[src/rtl/reaction_round_ctrl.sv]
// reaction_round_ctrl
// Round sequencer and two-player buzzer arbiter for the reaction game.
// Each raw button is synchronised and debounced. A press is a rising edge of the
// debounced level. Every sym_new opens a response window. The first press inside
// the window decides the round, and one-cycle score pulses are emitted per player.
//
// Ports
//   clk        in   system clock
//   clr        in   synchronous active-high reset
//   btn_p1     in   raw player-1 button (asynchronous, bouncy)
//   btn_p2     in   raw player-2 button (asynchronous, bouncy)
//   sym_new    in   1-cycle pulse: a new symbol is now displayed
//   symbol     in   [1:0] currently displayed symbol, sampled on sym_new
//   p1_inc     out  1-cycle pulse: player 1 score +1
//   p1_dec     out  1-cycle pulse: player 1 score -1
//   p2_inc     out  1-cycle pulse: player 2 score +1
//   p2_dec     out  1-cycle pulse: player 2 score -1
//   winner     out  [1:0] last round result: 0 none/timeout, 1 p1, 2 p2, 3 tie
//   round_open out  high while presses are accepted
module reaction_round_ctrl #(
  parameter int unsigned DB_CYCLES     = 16,
  parameter int unsigned WINDOW_CYCLES = 100000000,
  parameter logic [1:0]  TARGET        = 2'd3
) (
  input  logic       clk,
  input  logic       clr,
  input  logic       btn_p1,
  input  logic       btn_p2,
  input  logic       sym_new,
  input  logic [1:0] symbol,
  output logic       p1_inc,
  output logic       p1_dec,
  output logic       p2_inc,
  output logic       p2_dec,
  output logic [1:0] winner,
  output logic       round_open
);

  localparam int unsigned WIN_W = $clog2(WINDOW_CYCLES + 1);
  localparam int unsigned DB_W  = $clog2(DB_CYCLES + 1);
  localparam logic [WIN_W-1:0] WIN_LOAD = WIN_W'(WINDOW_CYCLES - 1);
  localparam logic [DB_W-1:0]  DB_LAST  = DB_W'(DB_CYCLES - 1);

  typedef enum logic [1:0] {
    IDLE   = 2'd0,
    OPEN   = 2'd1,
    RESULT = 2'd2,
    LOCK   = 2'd3
  } state_t;

  // Bit 0 is player 1 and bit 1 is player 2 throughout the input path.
  logic [1:0]            raw;
  logic [1:0]            sync_a;
  logic [1:0]            sync_b;
  logic [1:0]            db;
  logic [1:0]            db_q;
  logic [1:0][DB_W-1:0]  db_cnt;
  logic [1:0]            press;

  state_t                state;
  logic [WIN_W-1:0]      win_cnt;
  logic                  sym_tgt;

  assign raw   = {btn_p2, btn_p1};
  assign press = db & ~db_q;

  // Two-flop synchroniser and debounce counter per button.
  // The debounced level flips only after DB_CYCLES consecutive disagreeing cycles.
  always_ff @(posedge clk) begin
    if (clr) begin
      sync_a <= '0;
      sync_b <= '0;
      db     <= '0;
      db_q   <= '0;
      db_cnt <= '0;
    end else begin
      sync_a <= raw;
      sync_b <= sync_a;
      db_q   <= db;
      for (int i = 0; i < 2; i++) begin
        if (sync_b[i] == db[i]) begin
          db_cnt[i] <= '0;
        end else if (db_cnt[i] == DB_LAST) begin
          db[i]     <= sync_b[i];
          db_cnt[i] <= '0;
        end else begin
          db_cnt[i] <= db_cnt[i] + DB_W'(1);
        end
      end
    end
  end

  // Round FSM. Pulses are computed on the OPEN->RESULT transition with the
  // sym_tgt value that was current before any same-cycle sym_new. The pulses
  // are therefore visible during RESULT and are judged against the old symbol.
  always_ff @(posedge clk) begin
    if (clr) begin
      state      <= IDLE;
      win_cnt    <= '0;
      sym_tgt    <= 1'b0;
      winner     <= 2'd0;
      round_open <= 1'b0;
      p1_inc     <= 1'b0;
      p1_dec     <= 1'b0;
      p2_inc     <= 1'b0;
      p2_dec     <= 1'b0;
    end else begin
      p1_inc <= 1'b0;
      p1_dec <= 1'b0;
      p2_inc <= 1'b0;
      p2_dec <= 1'b0;

      if (sym_new) begin
        sym_tgt <= (symbol == TARGET);
      end

      case (state)
        IDLE, LOCK: begin
          if (sym_new) begin
            state      <= OPEN;
            win_cnt    <= WIN_LOAD;
            round_open <= 1'b1;
          end
        end

        OPEN: begin
          if (|press) begin
            state      <= RESULT;
            round_open <= 1'b0;
            // The press vector {p2,p1} is already the winner code (01, 10, 11=tie).
            winner     <= press;
            if (sym_tgt) begin
              p1_inc <= (press == 2'b01);
              p2_inc <= (press == 2'b10);
            end else begin
              p1_dec <= press[0];
              p2_dec <= press[1];
            end
          end else if (sym_new) begin
            win_cnt <= WIN_LOAD;
          end else if (win_cnt == '0) begin
            state      <= LOCK;
            round_open <= 1'b0;
            winner     <= 2'd0;
          end else begin
            win_cnt <= win_cnt - WIN_W'(1);
          end
        end

        RESULT: begin
          if (sym_new) begin
            state      <= OPEN;
            win_cnt    <= WIN_LOAD;
            round_open <= 1'b1;
          end else begin
            state <= LOCK;
          end
        end

        default: begin
          state <= IDLE;
        end
      endcase
    end
  end

endmodule

[config.mk]
export PLATFORM = sky130hd
export DESIGN_NAME = reaction_round_ctrl
export DESIGN_NICKNAME = d
export VERILOG_FILES = /design/src/rtl/reaction_round_ctrl.sv
export SDC_FILE = /design/constraint.sdc
export NUM_CORES = 1
export LEC_CHECK = 0
export ABC_AREA = 1
export CORE_ASPECT_RATIO = 1.1
export CORE_UTILIZATION = 45
export CTS_CLUSTER_DIAMETER = 150
export DETAILED_ROUTE_END_ITERATION = 10
export PLACE_DENSITY = 0.61
export REMOVE_ABC_BUFFERS = 1
export SLEW_MARGIN = 20
export SYNTH_ARGS = -nofsm -noshare
export SYNTH_HDL_FRONTEND = slang
export SYNTH_SLANG_ARGS = --single-unit
[constraint.sdc]
create_clock -name clk -period 1.7 [get_ports clk]
set_input_delay 0.425 -clock clk [delete_from_list [all_inputs] [get_ports clk]]
set_output_delay 0.425 -clock clk [all_outputs]
set_load 0.02 [all_outputs]
==> summary.txt <==
Status: finished, final reports clean
Final WL: 6.70 mm
Req. time, crit path: 1.27 ns
P per Cell Area: 1330 mW/mm^2
Finished Layout Cells: 558
Core box area: 0.00623 mm^2
CTS Buf Count: 5
Pleak: 1.63 nW
Syn. warnings: 0
Crit path max-delay family: buffers and inverters
Fillers: 640
# IOs: 14
First-pass DRT Iterations: 4
CTS max path bufs: 2
Critical Path End Type: primary output
GRT Util Overall: 21.1%
Met1 WL: 3.11 mm
Area growth from synthesis to layout: 19.7%
Final ANT Viol Nets: 0
Antenna diodes: 0
HPWL after DPL: 4.95 mm
Synth cell types: 35
Port bufs: 13
Vias per cell: 4.99
Crit Path Class: reg -> out
Initial DRC count: 132
Register area: 0.00110 mm^2
Initial antenna violation count: 0
Asr flop ratio synth: 0%
CTS Hold Bufs: 0
Multi-input logic area: 0.00161 mm^2
Final hold viol count: 0
Post-Synth Adder-Cell Area: 2.98%
Setup tns final: 0 ns
Largest net degree at the start of global routing: 19
Worst-margin pin slew: 0.342 ns
Clock network latency to the later pin of the worst-skew pair: 0.31 ns
Comb pwr share: 47.7%
Slew Viols, Final: 0
Clock-pin transition on the worst setup and hold timing paths: 0.10 ns
Psw: 2.00 mW
Clock network fraction of design power: 15.8%
Power share of the sequential group: 36.5%
Compound-Gate Fraction of Synth Area: 10.1%
Fin nets: 491
Die height: 86.8 um
Unrepaired setup endpoints after global routing: yes
Startpoint Class: flip-flop
Final setup viols: 0
H-tree Lvls: 2
DR WL/cell: 12.0 um
Syn Std Cell Area: 0.00294 mm^2
Total placed cells including tap cells: 546
Fin crit share: 96.9%
Post-synth EDFFs: 0
FP Rows: 30
Setup WS pre-CTS: -0.214 ns
Starting density of the core: 47.2%
Post-synthesis sequential area ratio: 37.4%
Met3 routed WL: 184 um
Max Fanout on Critical Path: 1
# DRC: 0
Routability cong.: 0.821
Die ar.: 0.00686 mm^2
Sw frac: 42.7%
Synth Area in Simple Gates: 38.5%
Finished Core Util: 56.5%
WP buf/inv: 1
First-pass GRT wire length: 11.5 mm
Die width: 79.1 um
Slew HR: 77.0%
Routed vias: 2782
Mapped Avg Cell Area: 6.73 um^2
DR top layer: met4
Max stage delay on crit path: 0.60 ns
Vias in the first global route: 2596
CTS tree: yes
Max Fclk: 607 MHz
Max cap viols: 0
Worst hold path type: reg -> reg
GR Overflow Total: 0
XOR/XNOR Fraction of Synth Area: 0.894%
CTS sink cnt: 55
Clk_skew: 0.00970 ns
Slowest stage cell, crit path: clkdlybuf4s50_1
PnR worst setup slack: 0.0522 ns
Internal power: 2.68 mW
Minimum clock period: 1.65 ns
Most used DFF post-synth: dfxtp_1
Mux share of post-synthesis cell area: 0%
Post-synthesis cell count: 437
CTS root buf: clkbuf_8
Largest family of logic cells by synthesized area: simple AND/OR/NAND/NOR gates
Crit path DAT: 1.22 ns
Layout cells sized above 1: 18.6%
Yosys reg bits: 55
Critical-path cell list: clkdlybuf4s50_1
Metal2 WL: 3.34 mm
Maximum vdd drop: 654 uV
layer usage:
| layer | global-route usage, % | vias up |
|---|---|---|
| met3 | 3.68 | 6 |
| met1 | 25.4 | 1276 |
| met2 | 38.2 | 41 |
| li1 | - | 1459 |
| met4 | 6.28 | 0 |
| met5 | 0 | - |
registers in the layout (all words and copies together), names as in the netlist, 2 cells and up:
name,flops
win_cnt,27
db_cnt,10
db,2
db_q,2
state,2
sync_a,2
sync_b,2
winner,2
cells in the final DEF (no fill, tap or decap), types with 2 or more instances in the layout:
cell type,instances
buf_4,30
ha_1,6
a21oi_1,29
clkbuf_8,5
dlygate4sd2_1,2
nor3_1,2
o21ai_0,8
inv_1,45
nand4_1,7
xnor2_1,2
dfxtp_1,53
nand2_1,92
nor3b_1,2
nor2_1,68
o21ai_1,7
nor2_4,4
clkdlybuf4s50_1,8
nand2_4,5
a21oi_2,3
dlymetal6s2s_1,3
inv_2,12
o211ai_1,2
nand2_2,6
dfxtp_2,2
buf_12,2
o22ai_1,2
nor2_2,11
or2_2,2
o21bai_1,2
nand3_1,42
what timing repair did:
action,CTS,global route
resized for setup,4,22
pin swaps,2,7
buffers inserted,0,4
setup endpoints to repair,9,33
per-stage QoR:
stage               power, mW  hold slack, ns  area, um^2
global route             5.07           0.438        3520
finish                   4.68           0.412        3520
CTS                      4.61           0.415        3420
global placement         3.82           0.394        3330
floorplan                3.10           0.388        2860
detailed placement       3.84           0.398        3330
power by group through the flow:
| stage | Clock (mW) | Combinational, mW | Sequential [mW] |
|---|---|---|---|
| 6_report | 0.738 | 2.23 | 1.71 |
| 5_1_grt | 0.821 | 2.52 | 1.73 |
| 4_1_cts | 0.780 | 2.14 | 1.69 |
| 3_5_place_dp | 0 | 2.12 | 1.72 |
| 3_3_place_gp | 0 | 2.10 | 1.72 |
| 2_1_floorplan | 0 | 1.43 | 1.68 |
cell usage after synthesis (3+ instances only):
cell	instances	area, um^2
inv_1	47	176
o21ai_1	8	40.0
nand2_1	94	353
nand2_2	5	31.3
buf_6	3	33.8
nor2_2	6	37.5
nand2_4	4	45.0
o21ai_0	8	40.0
clkbuf_1	5	18.8
nand4_1	7	43.8
nand3_1	42	210
ha_1	7	87.6
nor2_4	3	33.8
inv_2	10	37.5
a21oi_1	32	160
dfxtp_1	55	1100
nor2_1	74	278
logic make-up after synthesis:
logic type	count (synthesis)
fa+ha+maj	7
simple gates	246
compound gates	56
flops	55
buf+inv	70
xor+xnor	3
final timing paths:
check / startpoint / endpoint / slack, ns / cells past startpoint
max: p2_dec$_SDFF_PP0_ / p2_dec / 0.05 / 1
min: sync_a[1]$_SDFF_PP0_ / sync_b[1]$_SDFF_PP0_ / 0.41 / 2
max reg2reg: win_cnt[1]$_SDFFE_PP0P_ / win_cnt[26]$_SDFFE_PP0P_ / 0.12 / 12
min reg2reg: sync_a[1]$_SDFF_PP0_ / sync_b[1]$_SDFF_PP0_ / 0.41 / 2
layout make-up:
type | instances | area share, %
well taps | 80 | 2.84
inverters | 58 | 6.19
clock inverters | 2 | 0.462
flip-flops and latches | 55 | 31.4
multi-input cells | 312 | 45.7
clock buffers | 6 | 2.06
repair buffers | 45 | 11.4
Power figures use the tool's default switching activity.
